--- config.mk ---
export PLATFORM = sky130hd
export DESIGN_NAME = sqrt_req_arbiter
export DESIGN_NICKNAME = d
export VERILOG_FILES = /design/src/rtl/fpu_sqrt_pkg.sv /design/src/rtl/rr_arbiter_onehot.sv /design/src/rtl/sqrt_req_arbiter.sv
export SDC_FILE = /design/constraint.sdc
export NUM_CORES = 1
export LEC_CHECK = 0
export CAP_MARGIN = 20
export CORE_ASPECT_RATIO = 1.5
export CORE_MARGIN = 5
export CORE_UTILIZATION = 30
export CTS_CLUSTER_DIAMETER = 30
export DETAILED_ROUTE_END_ITERATION = 12
export PLACE_DENSITY_LB_ADDON = 0.1
export REMOVE_ABC_BUFFERS = 1
export SLEW_MARGIN = 20
export SYNTH_ARGS = -nofsm -noshare
export SYNTH_HDL_FRONTEND = slang
export SYNTH_HIERARCHICAL = 1
export SYNTH_SLANG_ARGS = --single-unit
--- constraint.sdc ---
create_clock -name clk -period 9.33 [get_ports clk]
set_input_delay 2.799 -clock clk [delete_from_list [all_inputs] [get_ports clk]]
set_output_delay 2.799 -clock clk [all_outputs]
set_load 0.02 [all_outputs]
--- src/rtl/fpu_sqrt_pkg.sv ---
// rtl/fpu_sqrt_pkg.sv - shared encodings and constants for the fpu square-root request path
package fpu_sqrt_pkg;

  typedef enum logic [1:0] {
    ST_IDLE  = 2'd0,
    ST_ISSUE = 2'd1,
    ST_WAIT  = 2'd2,
    ST_RESP  = 2'd3
  } sqrt_state_e;

  localparam int DEF_WIDTH   = 28;
  localparam int DEF_FBITS   = 24;
  localparam int DEF_TIMEOUT = 64;

  // One result bit per unit iteration, so the unit needs (WIDTH+FBITS)/2 cycles.
  localparam int SQRT_ITER = (DEF_WIDTH + DEF_FBITS) >> 1;

  function automatic int sqrt_iter(input int width, input int fbits);
    return (width + fbits) >> 1;
  endfunction

endpackage

--- src/rtl/rr_arbiter_onehot.sv ---
// rtl/rr_arbiter_onehot.sv - round-robin pick: first set request at or after the pointer, wrapping
module rr_arbiter_onehot #(
  parameter int N  = 4,
  parameter int PW = $clog2(N)
) (
  input  logic [N-1:0]  req,
  input  logic [PW-1:0] ptr,
  output logic [N-1:0]  grant,
  output logic [PW-1:0] grant_idx,
  output logic          any
);

  always_comb begin : find_first
    int          idx;
    logic [PW-1:0] cand;
    grant     = '0;
    grant_idx = '0;
    any       = 1'b0;
    idx       = 0;
    cand      = '0;
    for (int i = 0; i < N; i++) begin
      idx = int'(ptr) + i;
      if (idx >= N) idx = idx - N;
      cand = PW'(idx);
      if (!any && req[cand]) begin
        grant[cand] = 1'b1;
        grant_idx   = cand;
        any         = 1'b1;
      end
    end
  end

endmodule

--- src/rtl/sqrt_req_arbiter.sv ---
// rtl/sqrt_req_arbiter.sv - shares one multi-cycle sqrt unit between NUM_REQ requesters
// with round-robin grant, one-entry response register and a start-to-result watchdog.
module sqrt_req_arbiter
  import fpu_sqrt_pkg::*;
#(
  parameter int NUM_REQ = 4,
  parameter int WIDTH   = DEF_WIDTH,
  parameter int FBITS   = DEF_FBITS,
  parameter int TAG_W   = 8,
  parameter int TIMEOUT = DEF_TIMEOUT
) (
  input  logic                       clk,
  input  logic                       reset,
  input  logic [NUM_REQ-1:0]         req_valid,
  output logic [NUM_REQ-1:0]         req_ready,
  input  logic [NUM_REQ*WIDTH-1:0]   req_rad,
  input  logic [NUM_REQ*TAG_W-1:0]   req_tag,
  output logic                       sqrt_start,
  output logic [WIDTH-1:0]           sqrt_rad,
  input  logic                       sqrt_busy,
  input  logic                       sqrt_valid,
  input  logic [WIDTH-1:0]           sqrt_root,
  input  logic [WIDTH-1:0]           sqrt_rem,
  output logic                       rsp_valid,
  input  logic                       rsp_ready,
  output logic [$clog2(NUM_REQ)-1:0] rsp_id,
  output logic [TAG_W-1:0]           rsp_tag,
  output logic [WIDTH-1:0]           rsp_root,
  output logic [WIDTH-1:0]           rsp_rem,
  output logic                       rsp_err
);

  localparam int IDW = $clog2(NUM_REQ);
  localparam int WDW = $clog2(TIMEOUT + 1);

  if (FBITS >= WIDTH) begin : g_fbits_check
    $error("FBITS must be smaller than WIDTH");
  end

  sqrt_state_e          state, state_nxt;
  logic [IDW-1:0]       rr_ptr;
  logic [NUM_REQ-1:0]   arb_grant;
  logic [IDW-1:0]       arb_idx;
  logic                 arb_any;
  logic [WDW-1:0]       wdog;
  logic                 wdog_expired;
  logic                 accept;

  rr_arbiter_onehot #(.N(NUM_REQ)) u_arb (
    .req       (req_valid),
    .ptr       (rr_ptr),
    .grant     (arb_grant),
    .grant_idx (arb_idx),
    .any       (arb_any)
  );

  assign wdog_expired = (wdog == WDW'(TIMEOUT));

  always_ff @(posedge clk) begin
    if (reset) state <= ST_IDLE;
    else       state <= state_nxt;
  end

  always_comb begin
    state_nxt = state;
    unique case (state)
      ST_IDLE:  if (accept) state_nxt = ST_ISSUE;
      ST_ISSUE: if (!sqrt_busy) state_nxt = ST_WAIT;
      ST_WAIT:  if (sqrt_valid || wdog_expired) state_nxt = ST_RESP;
      ST_RESP:  if (rsp_ready) state_nxt = accept ? ST_ISSUE : ST_IDLE;
      default:  state_nxt = ST_IDLE;
    endcase
  end

  // Outputs are gated by reset so nothing handshakes while an operation is being abandoned.
  always_comb begin
    accept     = 1'b0;
    sqrt_start = 1'b0;
    rsp_valid  = 1'b0;
    unique case (state)
      ST_IDLE:  accept = arb_any;
      ST_ISSUE: sqrt_start = !sqrt_busy;
      ST_WAIT:  ;
      ST_RESP: begin
        rsp_valid = 1'b1;
        accept    = rsp_ready && arb_any;
      end
      default:  ;
    endcase
    if (reset) begin
      accept     = 1'b0;
      sqrt_start = 1'b0;
      rsp_valid  = 1'b0;
    end
    req_ready = accept ? arb_grant : '0;
  end

  always_ff @(posedge clk) begin
    if (reset) begin
      rr_ptr   <= '0;
      sqrt_rad <= '0;
      rsp_id   <= '0;
      rsp_tag  <= '0;
      rsp_root <= '0;
      rsp_rem  <= '0;
      rsp_err  <= 1'b0;
      wdog     <= '0;
    end else begin
      if (accept) begin
        sqrt_rad <= req_rad[int'(arb_idx)*WIDTH +: WIDTH];
        rsp_tag  <= req_tag[int'(arb_idx)*TAG_W +: TAG_W];
        rsp_id   <= arb_idx;
        rr_ptr   <= (arb_idx == IDW'(NUM_REQ - 1)) ? '0 : arb_idx + 1'b1;
      end
      if (state == ST_ISSUE && !sqrt_busy) begin
        wdog <= '0;
      end else if (state == ST_WAIT && !wdog_expired) begin
        wdog <= wdog + 1'b1;
      end
      // A result pulse in the same cycle the watchdog expires still wins.
      if (state == ST_WAIT) begin
        if (sqrt_valid) begin
          rsp_root <= sqrt_root;
          rsp_rem  <= sqrt_rem;
          rsp_err  <= 1'b0;
        end else if (wdog_expired) begin
          rsp_root <= '0;
          rsp_rem  <= '0;
          rsp_err  <= 1'b1;
        end
      end
    end
  end

endmodule

---- Word level (Yosys, flattened, before mapping) ----
Index checks and enable logic that the tools add are counted.
operators by class
  $mul .................................... 1
  multiplexer cells ....................... 51
  eq/ne operators ......................... 9
  add/subtract/negate cells ............... 9
  shift operators ......................... 2
  bitwise logic cells ..................... 3
  reduce and logical (&&, ||, !) cells .... 21
  $lt $le $gt $ge ......................... 12
operators with widths
  kind                   count
  $shiftx A112 B8 Y28    1
  $mux W28               3
  $shiftx A32 B6 Y8      1
  $mux W2                13
  $mux W1                20
  $mux W4                5
  $lt A2 B3 Y1 const B   4
  $or A4 B4 Y4           3
  $logic_and A1 B1 Y1    10
  $ge A3 B3 Y1 const B   3
  $bmux W1 S2            4
  $demux W1 S2           4
  $ge A2 B1 Y1 const B   4
  $ne A2 B2 Y1 const B   4
  $pmux W2 S4            1
  $sub A2 B1 Y2 const B  4
  $add A7 B1 Y7 const B  1
  $eq A7 B7 Y1 const B   1
  $add A2 B2 Y3 const B  2
  $eq A2 B2 Y1 const B   3
  $logic_not A1 Y1       5
  $mul A2 B3 Y5 const B  1
  $reduce_and A4 Y1      1
  $add A2 B1 Y3 const B  1
  other kinds (9)        9
word-level totals
  bits of input ports ..................... 209
  output and inout bits ................... 101
  register bits after elaboration ......... 106

---- Depth between registers and ports, before layout ----
  depth in word-level cells ............... 20
  gate-level depth with buffers ........... 13
  depth with buffers taken out ............ 9

---- Cells and area by module ----
The synthesis kept the hierarchy.
by module, submodules not included
  module             area each (sq um)  instances  cells an instance
  sqrt_req_arbiter   4850.9             1          541
  rr_arbiter_onehot  419.2              1          45

---- Worst setup path after synthesis ----
Ideal clock, no wire load.
  path kind ............................... input port to output port
  start ................................... input req_valid[0]
  end ..................................... output req_ready[0]
  cell stages on the path ................. 8
  required time ........................... 6.531 ns
  slack ................................... 2.146 ns
  path buffers ............................ 2
  data arrival time ....................... 4.385 ns
  cells stage by stage .................... mux4_2 > buf_6 > nor3_1 > nand2b_1 > or3b_1 > nor2_1 > buf_2 > and2_1
between the ends
  word-level cells in the longest chain between the ends .. 16
ends and longest elaborated chain
  item                           RTL line                 RTL
  from (decl)                    sqrt_req_arbiter.sv:14   input logic [NUM_REQ-1:0] req_valid,
  $bmux W1 S2                    rr_arbiter_onehot.sv:25  if (!any && req[cand]) begin
  $mux W1 (not written as such)  rr_arbiter_onehot.sv:25
  $mux W1                        rr_arbiter_onehot.sv:25
  $logic_not A1 Y1               rr_arbiter_onehot.sv:25
  $logic_and A1 B1 Y1            rr_arbiter_onehot.sv:25
  $mux W1                        rr_arbiter_onehot.sv:25
  $logic_not A1 Y1               rr_arbiter_onehot.sv:25
  $logic_and A1 B1 Y1            rr_arbiter_onehot.sv:25
  $mux W1                        rr_arbiter_onehot.sv:25
  $logic_not A1 Y1               rr_arbiter_onehot.sv:25
  $logic_and A1 B1 Y1            rr_arbiter_onehot.sv:25
  $mux W1 (*)                    rr_arbiter_onehot.sv:25
  net arb_any                    sqrt_req_arbiter.sv:44   logic arb_any;
  $logic_and A1 B1 Y1            sqrt_req_arbiter.sv:86   accept = rsp_ready && arb_any;
  $pmux W1 S2 (*)                sqrt_req_arbiter.sv:80   unique case (state)
  $mux W1 (*)                    sqrt_req_arbiter.sv:90   if (reset) begin
  $mux W4 (*)                    sqrt_req_arbiter.sv:95   req_ready = accept ? arb_grant : '0;
  to (decl)                      sqrt_req_arbiter.sv:15   output logic [NUM_REQ-1:0] req_ready,
Mark *: on every way through the listed nets, which the timed path passes. The rest lies on a longest branch. The select of a mux whose other input is x is not followed.

---- Worst setup path in the final report ----
  start ................................... input req_valid[3]
  end ..................................... output req_ready[2]
RTL lines
  item                           RTL line                 RTL
  $bmux W1 S2                    rr_arbiter_onehot.sv:25
  $mux W1 (not written as such)  rr_arbiter_onehot.sv:25
  $mux W1                        rr_arbiter_onehot.sv:25
  $logic_not A1 Y1               rr_arbiter_onehot.sv:25
  $logic_and A1 B1 Y1            rr_arbiter_onehot.sv:25
  $mux W1                        rr_arbiter_onehot.sv:25
  $logic_not A1 Y1               rr_arbiter_onehot.sv:25
  $logic_and A1 B1 Y1            rr_arbiter_onehot.sv:25
  $mux W1                        rr_arbiter_onehot.sv:25
  $logic_not A1 Y1               rr_arbiter_onehot.sv:25
  $logic_and A1 B1 Y1            rr_arbiter_onehot.sv:25
  $mux W4 (*)                    rr_arbiter_onehot.sv:25
  net arb_grant[2]               sqrt_req_arbiter.sv:42   logic [NUM_REQ-1:0] arb_grant;
  $mux W4 (*)                    sqrt_req_arbiter.sv:95
Marked as above.

==> results_dict.tcl <==
set metrics [dict create \
    timing.final.hold_violations 0 \
    cts_setup_buffers 0 \
    grt_remaining_overflow 0 \
    dieHeight_um 172 \
    worst_slew_pin_slew_ns 0.919 \
    worstSetupEndpointType "output pin" \
    fp.coreArea_mm2 0.0173 \
    synth_cell_types 46 \
    cts_repair_resize_count 0 \
    most-common-layout-cells "308 x sky130_fd_sc_hd__clkdlybuf4s50_1, 137 x sky130_fd_sc_hd__nand2_1, 106 x sky130_fd_sc_hd__dfxtp_1" \
    final.period_utilization 0.874 \
    status "finished, final reports clean" \
    global_route_wire_length_before_repair_um 29500 \
    timing.final.crit_period_ns 8.15 \
    pwr_density_cell_mw_per_mm2 247 \
    routed_wire_length_per_instance_um 17.9 \
    path_clk_slew_ns 0.07 \
    ioPinCount 310 \
    finalNonFillerCells 1085 \
    critPathMostFrequentCell "sky130_fd_sc_hd__clkdlybuf4s50_1" \
    leading_cell_type_in_the_layout_fill_and_taps_excluded "sky130_fd_sc_hd__clkdlybuf4s50_1" \
    setup_cp_type "input port to output pin" \
    yosys_register_bits 106 \
    ys_async_sr_fraction 0 \
    start_util 0.304 \
    timing.clock.skew_ns 0.0131 \
    drc 0 \
    htreeDepth 3 \
    cts_hold_buf 0 \
    via_count_of_the_first_global_routing_pass 5578 \
    numClockSinks 106 \
    cell_count_after_placement 1067 \
    number_of_warnings_printed_during_yosys_synthesis 6 \
    crit_fanout 13 \
    slowest_delay_ns 0.66 \
    hpwlAfterDp_um 15500 \
    syn_area_mm2 0.00527 \
    firstDrtPassIters 4 \
    multiInputGateArea_mm2 0.00293 \
    placement_rows 59 \
    cts_root_buffer "sky130_fd_sc_hd__clkbuf_16" \
    critical_path.cell_chain "clkdlybuf4s50_1 -> mux4_2 -> nor4b_4 -> a22oi_1 -> o21ai_0 -> and2_1 -> clkdlybuf4s50_1" \
    whs_path_depth 2 \
    worstRegToRegCells 10 \
    cts-buffers-inserted 9 \
    final-setup-viol-count 0 \
    floorplan.die.width_um 118 \
    critPathArrivalTime_ns 5.35 \
    drive_gt1_frac 0.0884 \
    timing.final.max_slew_violations 0 \
    detail_route_antenna_nets 0 \
    nNetsFinal 1088 \
    worst_slew_margin_rel 0.387 \
    area.growth.synth_to_final_pct 68.4 \
    io_buffer_count 309 \
    critical_path_required_ns 6.53 \
    ys.flop_type "sky130_fd_sc_hd__dfxtp_1" \
    synth_enable_flop_cells 0 \
    cts_tree "done" \
    final-seq-area_mm2 0.00212 \
    fin_total_pwr_mw 2.20 \
    crit_path_start_kind "input port" \
    grt_start_max_net_pins 87 \
    finalWeightedCongestion 0.866 \
    drt-total-wl_um 19400 \
    avg_inst_size_synth_um2 8.99 \
    dieArea_mm2 0.0204 \
    track_usage 0.179 \
    grt_setup_unrepaired "false" \
    cell_count_after_synthesis 586 \
    irDropWorstVdd_mv 0.189 \
    insertion_delay_ns 0.34 \
    static-leakage-power_nw 3.02 \
    fmaxAchievable_mhz 123 \
    layout.filler_cells 1634 \
    clk_buf_depth 2 \
    max_cap_viol_count 0 \
    grt_antenna_before_repair 0 \
    first_iter_violations 271 \
    vias_per_cell 5.05 \
    ys_seq_area_frac 0.403 \
    worstHoldPathType "register to register" \
    route.vias.total 5476 \
    critical_path.slowest_cell "sky130_fd_sc_hd__mux4_2" \
]
## kinds of logic (layout without fill, tap and decap cells)
logic type	Yosys count	count (layout)	share of synthesized area
multiplexers	44	44	0.180
AND/OR/NAND/NOR	175	175	0.144
flip-flops	106	106	0.403
adder cells (fa/ha/maj)	13	13	0.0309
buffers and inverters	59	344	0.0480
other	0	1	0
XOR/XNOR	5	5	0.00831
AO/OA/AOI/OAI	184	184	0.186
## metrics by stage
stage	setup WS [ns]	util	TNS, ns	hold WS (ns)	area (µm²)
after floorplan	-0.00674	-	-0.242	0.461	5050
after global placement	1.26	0.490	0	0.444	8490
after detailed placement	1.20	0.492	0	0.449	8530
after CTS	1.20	0.510	0	0.458	8850
after global routing	1.02	0.511	0	0.476	8870
final	1.18	0.511	0	0.458	8870
## where the power goes
part           switching (mW)  total, mW  internal [mW]
sequential             0.0591      0.607          0.548
combinational           0.614       1.19          0.575
clock                   0.183      0.400          0.217
## cell usage after synthesis (3+ instances only)
cell | n | area [µm²]
sky130_fd_sc_hd__nor2_1 | 10 | 37.5
sky130_fd_sc_hd__o21ai_0 | 56 | 280
sky130_fd_sc_hd__a21oi_1 | 101 | 505
sky130_fd_sc_hd__mux4_2 | 38 | 856
sky130_fd_sc_hd__a22oi_1 | 8 | 60.1
sky130_fd_sc_hd__ha_1 | 13 | 163
sky130_fd_sc_hd__o21ai_1 | 6 | 30.0
sky130_fd_sc_hd__clkbuf_1 | 35 | 131
sky130_fd_sc_hd__nor3_1 | 3 | 15.0
sky130_fd_sc_hd__nand2_1 | 137 | 514
sky130_fd_sc_hd__and2_1 | 5 | 31.3
sky130_fd_sc_hd__nand2b_1 | 4 | 25.0
sky130_fd_sc_hd__nand4_1 | 3 | 18.8
sky130_fd_sc_hd__dfxtp_1 | 106 | 2120
sky130_fd_sc_hd__buf_2 | 10 | 50.1
sky130_fd_sc_hd__inv_1 | 10 | 37.5
sky130_fd_sc_hd__xor2_1 | 3 | 26.3
## worst max-delay path: cells and delay by family
family,cells,cell delay (ns)
compound gates,2,0.22
buf+inv,2,1.08
mux,1,0.66
simple gates,2,0.59
## state kept, by name, summed over array words and instances (netlist names)
name and flops:
rsp_rem 28, wdog 7, sqrt_rad 28, rsp_err 1, rr_ptr 2, rsp_id 2
rsp_root 28, rsp_tag 8, state 2
## area by class of cell
class / count / share of cell area
repair buffers: 318 / 0.360
multi-input cells: 421 / 0.330
flip-flops and latches: 106 / 0.239
well taps: 213 / 0.0300
clock buffers: 9 / 0.0254
clock inverters: 7 / 0.0102
inverters: 10 / 0.00423
diodes: 1 / 0.000282
## path summary, 6_finish.rpt
check	from	endpoint	slack, ns
min	rsp_tag[7]$_SDFFE_PP0N_	rsp_tag[7]$_SDFFE_PP0N_	0.46
max	req_valid[3]	req_ready[2]	1.18
max reg2reg	rr_ptr[0]$_SDFFE_PP0N_	sqrt_rad[15]$_SDFFE_PP0N_	5.40
min reg2reg	rsp_tag[7]$_SDFFE_PP0N_	rsp_tag[7]$_SDFFE_PP0N_	0.46
## layer usage
metal | GRT usage | vias up | part of all wire
li1 | - | 2638 | -
met3 | 0.0533 | 25 | 0.082
met1 | 0.200 | 2543 | 0.38
met2 | 0.320 | 270 | 0.51
met4 | 0.0684 | 0 | 0.029
met5 | 0 | - | 0
Power figures use the tool's default switching activity.
